<file path="config.mk">
export PLATFORM = sky130hd
export DESIGN_NAME = window_addr_gen
export DESIGN_NICKNAME = d
export VERILOG_FILES = /design/src/rtl/window_addr_pkg.sv /design/src/rtl/wrap_counter.sv /design/src/rtl/window_addr_gen.sv
export SDC_FILE = /design/constraint.sdc
export NUM_CORES = 1
export LEC_CHECK = 0
export CORE_ASPECT_RATIO = 0.9
export CORE_MARGIN = 2
export CORE_UTILIZATION = 35
export DETAILED_ROUTE_END_ITERATION = 7
export PLACE_DENSITY = 0.59
export SLEW_MARGIN = 30
export SYNTH_ARGS = -nofsm -noshare
export SYNTH_HDL_FRONTEND = slang
export SYNTH_SLANG_ARGS = --single-unit
</file>
<file path="constraint.sdc">
create_clock -name clk -period 4 [get_ports clk]
set_input_delay 0.6 -clock clk [delete_from_list [all_inputs] [get_ports clk]]
set_output_delay 0.6 -clock clk [all_outputs]
set_load 0.02 [all_outputs]
</file>
<file path="src/rtl/window_addr_pkg.sv">
// window_addr_pkg: shared FSM type, default geometry and sizing helpers for window_addr_gen
package window_addr_pkg;
  typedef enum logic [0:0] {IDLE, SCAN} state_t;
  localparam int DEF_IMG_W = 32;
  localparam int DEF_IMG_H = 32;
  localparam int DEF_K = 3;
  localparam int DEF_STRIDE = 1;
  function automatic int clog2(input int n);
    int r = 0;
    for (int v = n - 1; v > 0; v = v >> 1) r++;
    return r;
  endfunction
  function automatic int tap_w(input int k);
    return clog2(k) > 0 ? clog2(k) : 1;
  endfunction
  function automatic int nwin(input int len, input int k, input int s);
    return len < k ? 0 : (len - k) / s + 1;
  endfunction
  localparam int NCOL = nwin(DEF_IMG_W, DEF_K, DEF_STRIDE);
  localparam int NROW = nwin(DEF_IMG_H, DEF_K, DEF_STRIDE);
endpackage

</file>
<file path="src/rtl/wrap_counter.sv">
// wrap_counter: counter stepping by STEP on inc, returning to zero (with wrap) after reaching MAX
module wrap_counter #(
  parameter int W = 4,
  parameter int MAX = 3,
  parameter int STEP = 1
) (
  input  logic         clk,
  input  logic         rst,
  input  logic         inc,
  output logic [W-1:0] value,
  output logic         wrap
);
  assign wrap = inc && value == W'(MAX);
  always_ff @(posedge clk)
    if (rst) value <= '0;
    else if (inc) value <= wrap ? '0 : value + W'(STEP);
endmodule

</file>
<file path="src/rtl/window_addr_gen.sv">
// window_addr_gen: scans a KxK sliding window over a row-major image, emitting K row addresses per beat
module window_addr_gen
  import window_addr_pkg::*;
#(
  parameter int IMG_W = DEF_IMG_W,
  parameter int IMG_H = DEF_IMG_H,
  parameter int K = DEF_K,
  parameter int STRIDE = DEF_STRIDE,
  parameter int ADDR_W = 10
) (
  input  logic                  clk,
  input  logic                  rst,
  input  logic                  start,
  output logic                  busy,
  output logic                  done,
  output logic [K*ADDR_W-1:0]   addr,
  output logic                  valid,
  input  logic                  ready,
  output logic [tap_w(K)-1:0]   tap,
  output logic [ADDR_W-1:0]     win_col,
  output logic [ADDR_W-1:0]     win_row,
  output logic                  win_end,
  output logic                  last
);
  localparam int TW = tap_w(K);
  localparam bit EMPTY = IMG_W < K || IMG_H < K;
  localparam int CMAX = EMPTY ? 0 : (nwin(IMG_W, K, STRIDE) - 1) * STRIDE;
  localparam int RMAX = EMPTY ? 0 : (nwin(IMG_H, K, STRIDE) - 1) * STRIDE;
  localparam logic [ADDR_W-1:0] CSTEP = ADDR_W'(STRIDE - K + 1);
  localparam logic [ADDR_W-1:0] RSTEP = ADDR_W'(IMG_W * STRIDE);
  state_t state;
  logic acc, t_wrap, c_wrap, r_wrap;
  assign busy = state == SCAN;
  assign valid = busy;
  assign acc = valid && ready;
  assign win_end = valid && tap == TW'(K - 1);
  assign last = win_end && win_col == ADDR_W'(CMAX) && win_row == ADDR_W'(RMAX);
  wrap_counter #(.W(TW), .MAX(K - 1), .STEP(1)) u_t (
    .clk(clk), .rst(rst), .inc(acc), .value(tap), .wrap(t_wrap)
  );
  wrap_counter #(.W(ADDR_W), .MAX(CMAX), .STEP(STRIDE)) u_c (
    .clk(clk), .rst(rst), .inc(t_wrap), .value(win_col), .wrap(c_wrap)
  );
  wrap_counter #(.W(ADDR_W), .MAX(RMAX), .STEP(STRIDE)) u_r (
    .clk(clk), .rst(rst), .inc(c_wrap), .value(win_row), .wrap(r_wrap)
  );
  always_ff @(posedge clk)
    if (rst) begin
      state <= IDLE;
      done <= 1'b0;
    end else begin
      state <= state == IDLE ? (start && !EMPTY ? SCAN : IDLE) : (acc && last ? IDLE : SCAN);
      done <= state == IDLE ? start && EMPTY : acc && last;
    end
  for (genvar i = 0; i < K; i++) begin : g_lane
    localparam logic [ADDR_W-1:0] R0 = ADDR_W'(i * IMG_W);
    logic [ADDR_W-1:0] rb, a;
    always_ff @(posedge clk)
      if (rst) begin
        rb <= R0;
        a <= R0;
      end else if (acc) begin
        rb <= r_wrap ? R0 : c_wrap ? rb + RSTEP : rb;
        a <= r_wrap ? R0 : c_wrap ? rb + RSTEP : t_wrap ? a + CSTEP : a + ADDR_W'(1);
      end
    assign addr[i*ADDR_W +: ADDR_W] = a;
  end
endmodule

</file>
## Word-level counts from Yosys, hierarchy flattened

Index checks and enable logic that the tools add are counted.

| word-level totals | value |
|---|---|
| memory bits (read-only) | 0 |
| memories kept | 0 |
| word-level logic and storage cells | 59 |
| output and inout bits | 57 |
| memory bits (writable) | 0 |
| flip-flop bits (word level) | 84 |
| latch bits | 0 |
| input port bits | 4 |

| cells by class | value |
|---|---|
| shift-type cells | 0 |
| order comparisons | 0 |
| equal/unequal tests | 3 |
| reductions and logical operators | 11 |
| multiply operators | 0 |
| div/mod/pow operators | 0 |
| $add $sub $neg | 12 |
| multiplexer cells | 21 |
| bitwise logic cells | 1 |

Operators by type and width:

| cell | number |
|---|---|
| 2-to-1 mux 10 bit | 17 |
| adder 10 x 1 -> 10 bit, second input constant | 5 |
| adder 10 bit, second input constant | 3 |
| adder 10 x 6 -> 10 bit, second input constant | 3 |
| equality test 10 x 5 -> 1 bit, second input constant | 2 |
| logical AND 1 bit | 8 |
| 2-to-1 mux 1 bit | 3 |
| adder 2 x 1 -> 2 bit, second input constant | 1 |
| equality test 2 bit, second input constant | 1 |
| 2-to-1 mux 2 bit | 1 |
| AND reduction 2 bit | 1 |
| nonzero test 2 bit | 1 |
| OR reduction 2 bit | 1 |
| NOT 1 bit | 1 |

## Logic depth before layout (Yosys ltp)

| logic depth | value |
|---|---|
| depth in word-level cells | 7 |
| depth in mapped cells | 13 |
| mapped depth without buffers | 9 |

## Modules after synthesis

Synthesis repeated with hierarchy kept, for this count alone.

| second synthesis, totals | value |
|---|---|
| cell total of the unflattened synthesis | 487 |
| area, all modules | 4256.6 sq um |

By module, submodules not included:

| module | cells each | seq. area each (sq um) | area an instance (sq um) | instances |
|---|---|---|---|---|
| window_addr_gen | 370 | 940.9 | 3103.0 | 1 |
| wrap_counter (u_c ...) | 54 | 200.2 | 533.0 | 2 |
| wrap_counter (u_t) | 9 | 40.0 | 87.6 | 1 |

## Worst setup path before layout

OpenSTA, ideal clock, no wires.

| timing path | value |
|---|---|
| kind | input -> register |
| from | in ready |
| to | reg g_lane[2].a[9] |
| slack | 782 ps |
| data required time | 3908 ps |
| cell stages on the path | 13 |
| buffers on the path | 4 |
| library setup time | 92 ps |
| arrival time | 3126 ps |
| cell sequence | nand4b_1 -> clkbuf_1 -> inv_1 -> buf_2 -> buf_2 -> buf_2 -> ha_1 -> or3b_2 -> mux2i_1 -> nand2_1 -> o21a_1 -> a21boi_0 -> nor4_1 |

| between the ends | value |
|---|---|
| cells in the longest elaborated chain, start to end | 5 |
| elaborated cells on any way between the ends | 7 |
| those cells by class | mux: 3; reduce/logical: 4 |

RTL lines:

| element | RTL line | RTL |
|---|---|---|
| start, declared | window_addr_gen.sv:18 | `input logic ready,` |
| logical AND 1 bit * | window_addr_gen.sv:35 | `assign acc = valid && ready;` |
| logical AND 1 bit * | wrap_counter.sv:13 | `assign wrap = inc && value == W'(MAX);` |
| named net t_wrap | window_addr_gen.sv:32 | `logic acc, t_wrap, c_wrap, r_wrap;` |
| 2-to-1 mux 10 bit or logical AND 1 bit (tied branches) (2 in a row) | window_addr_gen.sv:64, wrap_counter.sv:13 |  |
| 2-to-1 mux 10 bit * | window_addr_gen.sv:64 | `a <= r_wrap ? R0 : c_wrap ? rb + RSTEP : t_wrap ? a + CSTEP : a + ADDR_W'(1);` |
| end signal, assigned | window_addr_gen.sv:64 |  |
| end, declared | window_addr_gen.sv:57 | `logic [ADDR_W-1:0] rb, a;` |

The timed path passes the listed nets; every way through them passes the cells marked *.
A chain may end at the register's enable or synchronous reset.

## Final worst setup path

| timing path | value |
|---|---|
| from | reg u_r.value[0] |
| to | out last |

| between the ends | value |
|---|---|
| cells in the longest elaborated chain, start to end | 2 |

RTL lines:

| element | RTL line | RTL |
|---|---|---|
| start, declared | wrap_counter.sv:10 | `output logic [W-1:0] value,` |
| start signal, assigned | wrap_counter.sv:16 | `else if (inc) value <= wrap ? '0 : value + W'(STEP);` |
| equality test 10 x 5 -> 1 bit | window_addr_gen.sv:37 | `assign last = win_end && win_col == ADDR_W'(CMAX) && win_row == ADDR_W'(RMAX);` |
| logical AND 1 bit | window_addr_gen.sv:37 |  |
| end, declared | window_addr_gen.sv:23 | `output logic last` |

No other way between the ends.

==> flow_metrics.tcl <==
set metrics [dict create \
    crit_cells 6 \
    initial_core_util 0.358 \
    placed_area_mm2 0.00482 \
    hp-class "flip-flop to flip-flop" \
    cts-root-buf "clkbuf_16" \
    fp.dieArea_mm2 0.0125 \
    io_buffers 60 \
    ys_types 57 \
    r2r_setup_slack_ns 1.27 \
    slew_viol_final 0 \
    final_common_cell "nor2_1" \
    crit_buf_inv 1 \
    slew-limit-headroom 0.587 \
    endpoint_kind "primary output" \
    max_slew.worst_pin.slew_ns 0.617 \
    num_rows 37 \
    maxUsedRoutingLayer "met4" \
    syn_area_mm2 0.00408 \
    drt_first_pass_iters 4 \
    cts_tree "done" \
    timing.setup.tns_ns 0 \
    post-cts-setup-buffers 0 \
    leakage_uw 0.00184 \
    critPathMaxFanout 7 \
    reg2reg_to "g_lane[0].a[9]" \
    synth_area_per_cell_um2 7.70 \
    ios 61 \
    die_width_um 118 \
    hold_buffers 0 \
    syn_inst 530 \
    crit_type "flip-flop to primary output" \
    clockBufferDepth 2 \
    start_kind "flip-flop" \
    setup_violations 0 \
    cts-resized-gates 0 \
    yosysSeqAreaShare 0.338 \
    grt_first_pass_wirelength_mm 18.9 \
    power_density_mw_per_mm2 331 \
    grt_usage 0.185 \
    grt_setup_unrepaired "no" \
    ant_nets 0 \
    cp_top_family "simple AND/OR/NAND/NOR gates" \
    critPathLaunch "u_r.value[0]" \
    async_flop_share 0 \
    skew_ns 0.0100 \
    finalCritPeriodShare 0.800 \
    cap_violations 0 \
    dp_hpwl_mm 7.58 \
    die_h_um 106 \
    status "complete, no violations" \
    synth_ff_type "dfxtp_1" \
    timing.rr.start "u_c.value[5]" \
    vias_per_cell 5.32 \
    grt_overflow 0 \
    cp.arrival_ns 2.60 \
    ys_ff_latch 69 \
    synthesis.nets 550 \
    antenna_found_initial 0 \
    layout_common_cells "nor2_1, dfxtp_1, clkdlybuf4s50_1, nand2_1, a21oi_1" \
    fin_crit_ns 3.20 \
    fmax_mhz 312 \
    wl_met1_mm 5.24 \
    drt_first_iter_violations 162 \
    nets 596 \
    htree_levels 3 \
    drc 0 \
    wl_met3_um 485 \
    wl_per_cell_um 15.0 \
    vias 3919 \
    synth_warnings 0 \
    diodes 0 \
    final_area_mm2 0.00514 \
    worstSetupEndpoint "last" \
    crit_slowest_cell "clkdlybuf4s50_1" \
    cts_made_buffers 9 \
    fill_cells 1179 \
    grt_start_max_net_pins 40 \
    r2r_cells 6 \
    cts_sinks 69 \
    hold_viol 0 \
    first_global_vias 3740 \
    ir_drop_mv 0.239 \
    gp_congestion 0.827 \
    wl_met2_mm 5.21 \
    path_cells "ha_1 -> nor2b_1 -> nand2_1 -> nor2_1 -> and3_1 -> clkdlybuf4s50_1" \
    cpPeakStageDelay_ns 0.62 \
    finalPower_uw 1700 \
    worstPathRequired_ns 3.40 \
    clkLatencyLatePin_ns 0.34 \
    min_path_cells 2 \
    synth-edff-count 0 \
    clkSlewWorstSetupHoldPaths_ns 0.06 \
    area_growth_pct 26.0 \
    core_area_mm2 0.0114 \
    drt_wl_total_mm 11.0 \
    drive_gt1_frac 0.0552 \
]
kinds of logic after synthesis:
family          count (synthesis)  share of synthesized area
compound gates                127                      0.194
xor+xnor                       44                     0.0944
fa+ha+maj                      16                     0.0490
buf+inv                        43                     0.0441
flops                          69                      0.338
mux                             3                    0.00736
simple gates                  228                      0.272
worst reg2reg max path, stage by stage, from the launching register on:
cell	delay, ns
dfxtp_1	0.36
or4_4	0.57
or4_1	0.80
nand2_1	0.52
nor3_1	0.12
mux2i_1	0.15
a31oi_1	0.09
layout make-up:
class | count | area [µm²] | share of cell area
clock buffer | 10 | 229 | 0.0445
tap | 156 | 195 | 0.0379
sequential | 69 | 1380 | 0.268
multi-input combinational | 418 | 2530 | 0.492
clock inverter | 5 | 100 | 0.0195
timing repair buffer | 71 | 683 | 0.133
inverter | 7 | 26.3 | 0.00511
how the worst min path moves through the flow:
stage,start,endpoint
floorplan,g_lane[0].rb[6],g_lane[0].rb[6]
global placement,g_lane[1].rb[6],g_lane[1].rb[6]
detailed placement,g_lane[1].rb[6],g_lane[1].rb[6]
CTS,g_lane[0].rb[6],g_lane[0].rb[6]
global route,g_lane[1].rb[6],g_lane[1].rb[6]
finish,g_lane[1].rb[6],g_lane[1].rb[6]
layer usage:
metal  vias to the layer above  track usage
met4                         0       0.0413
met3                         8       0.0504
met2                        78        0.309
li1                       1993            -
met5                         -            0
met1                      1840        0.239
power by group:
group          switching [µW]  internal, µW  leakage (µW)
clock                     301           603      0.000162
sequential               13.1           695      0.000557
combinational            54.9          35.3       0.00112
total                     369          1330       0.00184
metrics by stage:
stage	worst slack, ns	cells	hold slack [ns]	utilization
after floorplan	0.782	530	0.454	-
after global placement	0.778	721	0.465	0.423
after detailed placement	0.722	721	0.477	0.423
after CTS	0.782	736	0.485	0.452
after global routing	0.582	736	0.505	0.452
final	0.799	736	0.484	0.452
state kept, by name, indices dropped and copies added, names as in the netlist:
name,cells
g_lane.a,30
done,1
g_lane.rb,15
u_t.value,2
u_r.value,10
busy,1
u_c.value,10
synth_stat cells (2+ instances only):
cell	count	area, µm²
a21o_1	3	22.5
clkbuf_1	26	97.6
o21ai_1	3	15.0
xor2_1	22	193
dfxtp_1	69	1380
and2_1	3	18.8
inv_1	7	26.3
buf_2	6	30.0
o32ai_1	2	17.5
a211oi_1	4	30.0
mux2i_1	3	30.0
nor4_1	5	31.3
nand3b_1	3	22.5
o22ai_1	4	25.0
or3_1	11	68.8
nand2_1	47	176
nand4_1	11	68.8
or4_1	4	30.0
a311oi_1	3	26.3
a221oi_1	3	26.3
ha_1	16	200
nand3_1	22	110
a31oi_1	5	31.3
nand2b_1	8	50.1
and3_1	4	25.0
o21a_1	2	15.0
o21ai_0	25	125
nor2_1	79	297
buf_1	2	7.51
nor3_1	17	85.1
a22oi_1	10	75.1
o31a_1	2	17.5
o31ai_1	2	15.0
o311a_1	2	20.0
a21oi_1	42	210
a21boi_0	2	15.0
o41ai_1	3	26.3
and4_1	3	26.3
o21bai_1	5	37.5
nand4b_1	2	17.5
xnor2_1	22	193
Power figures use the tool's default switching activity.
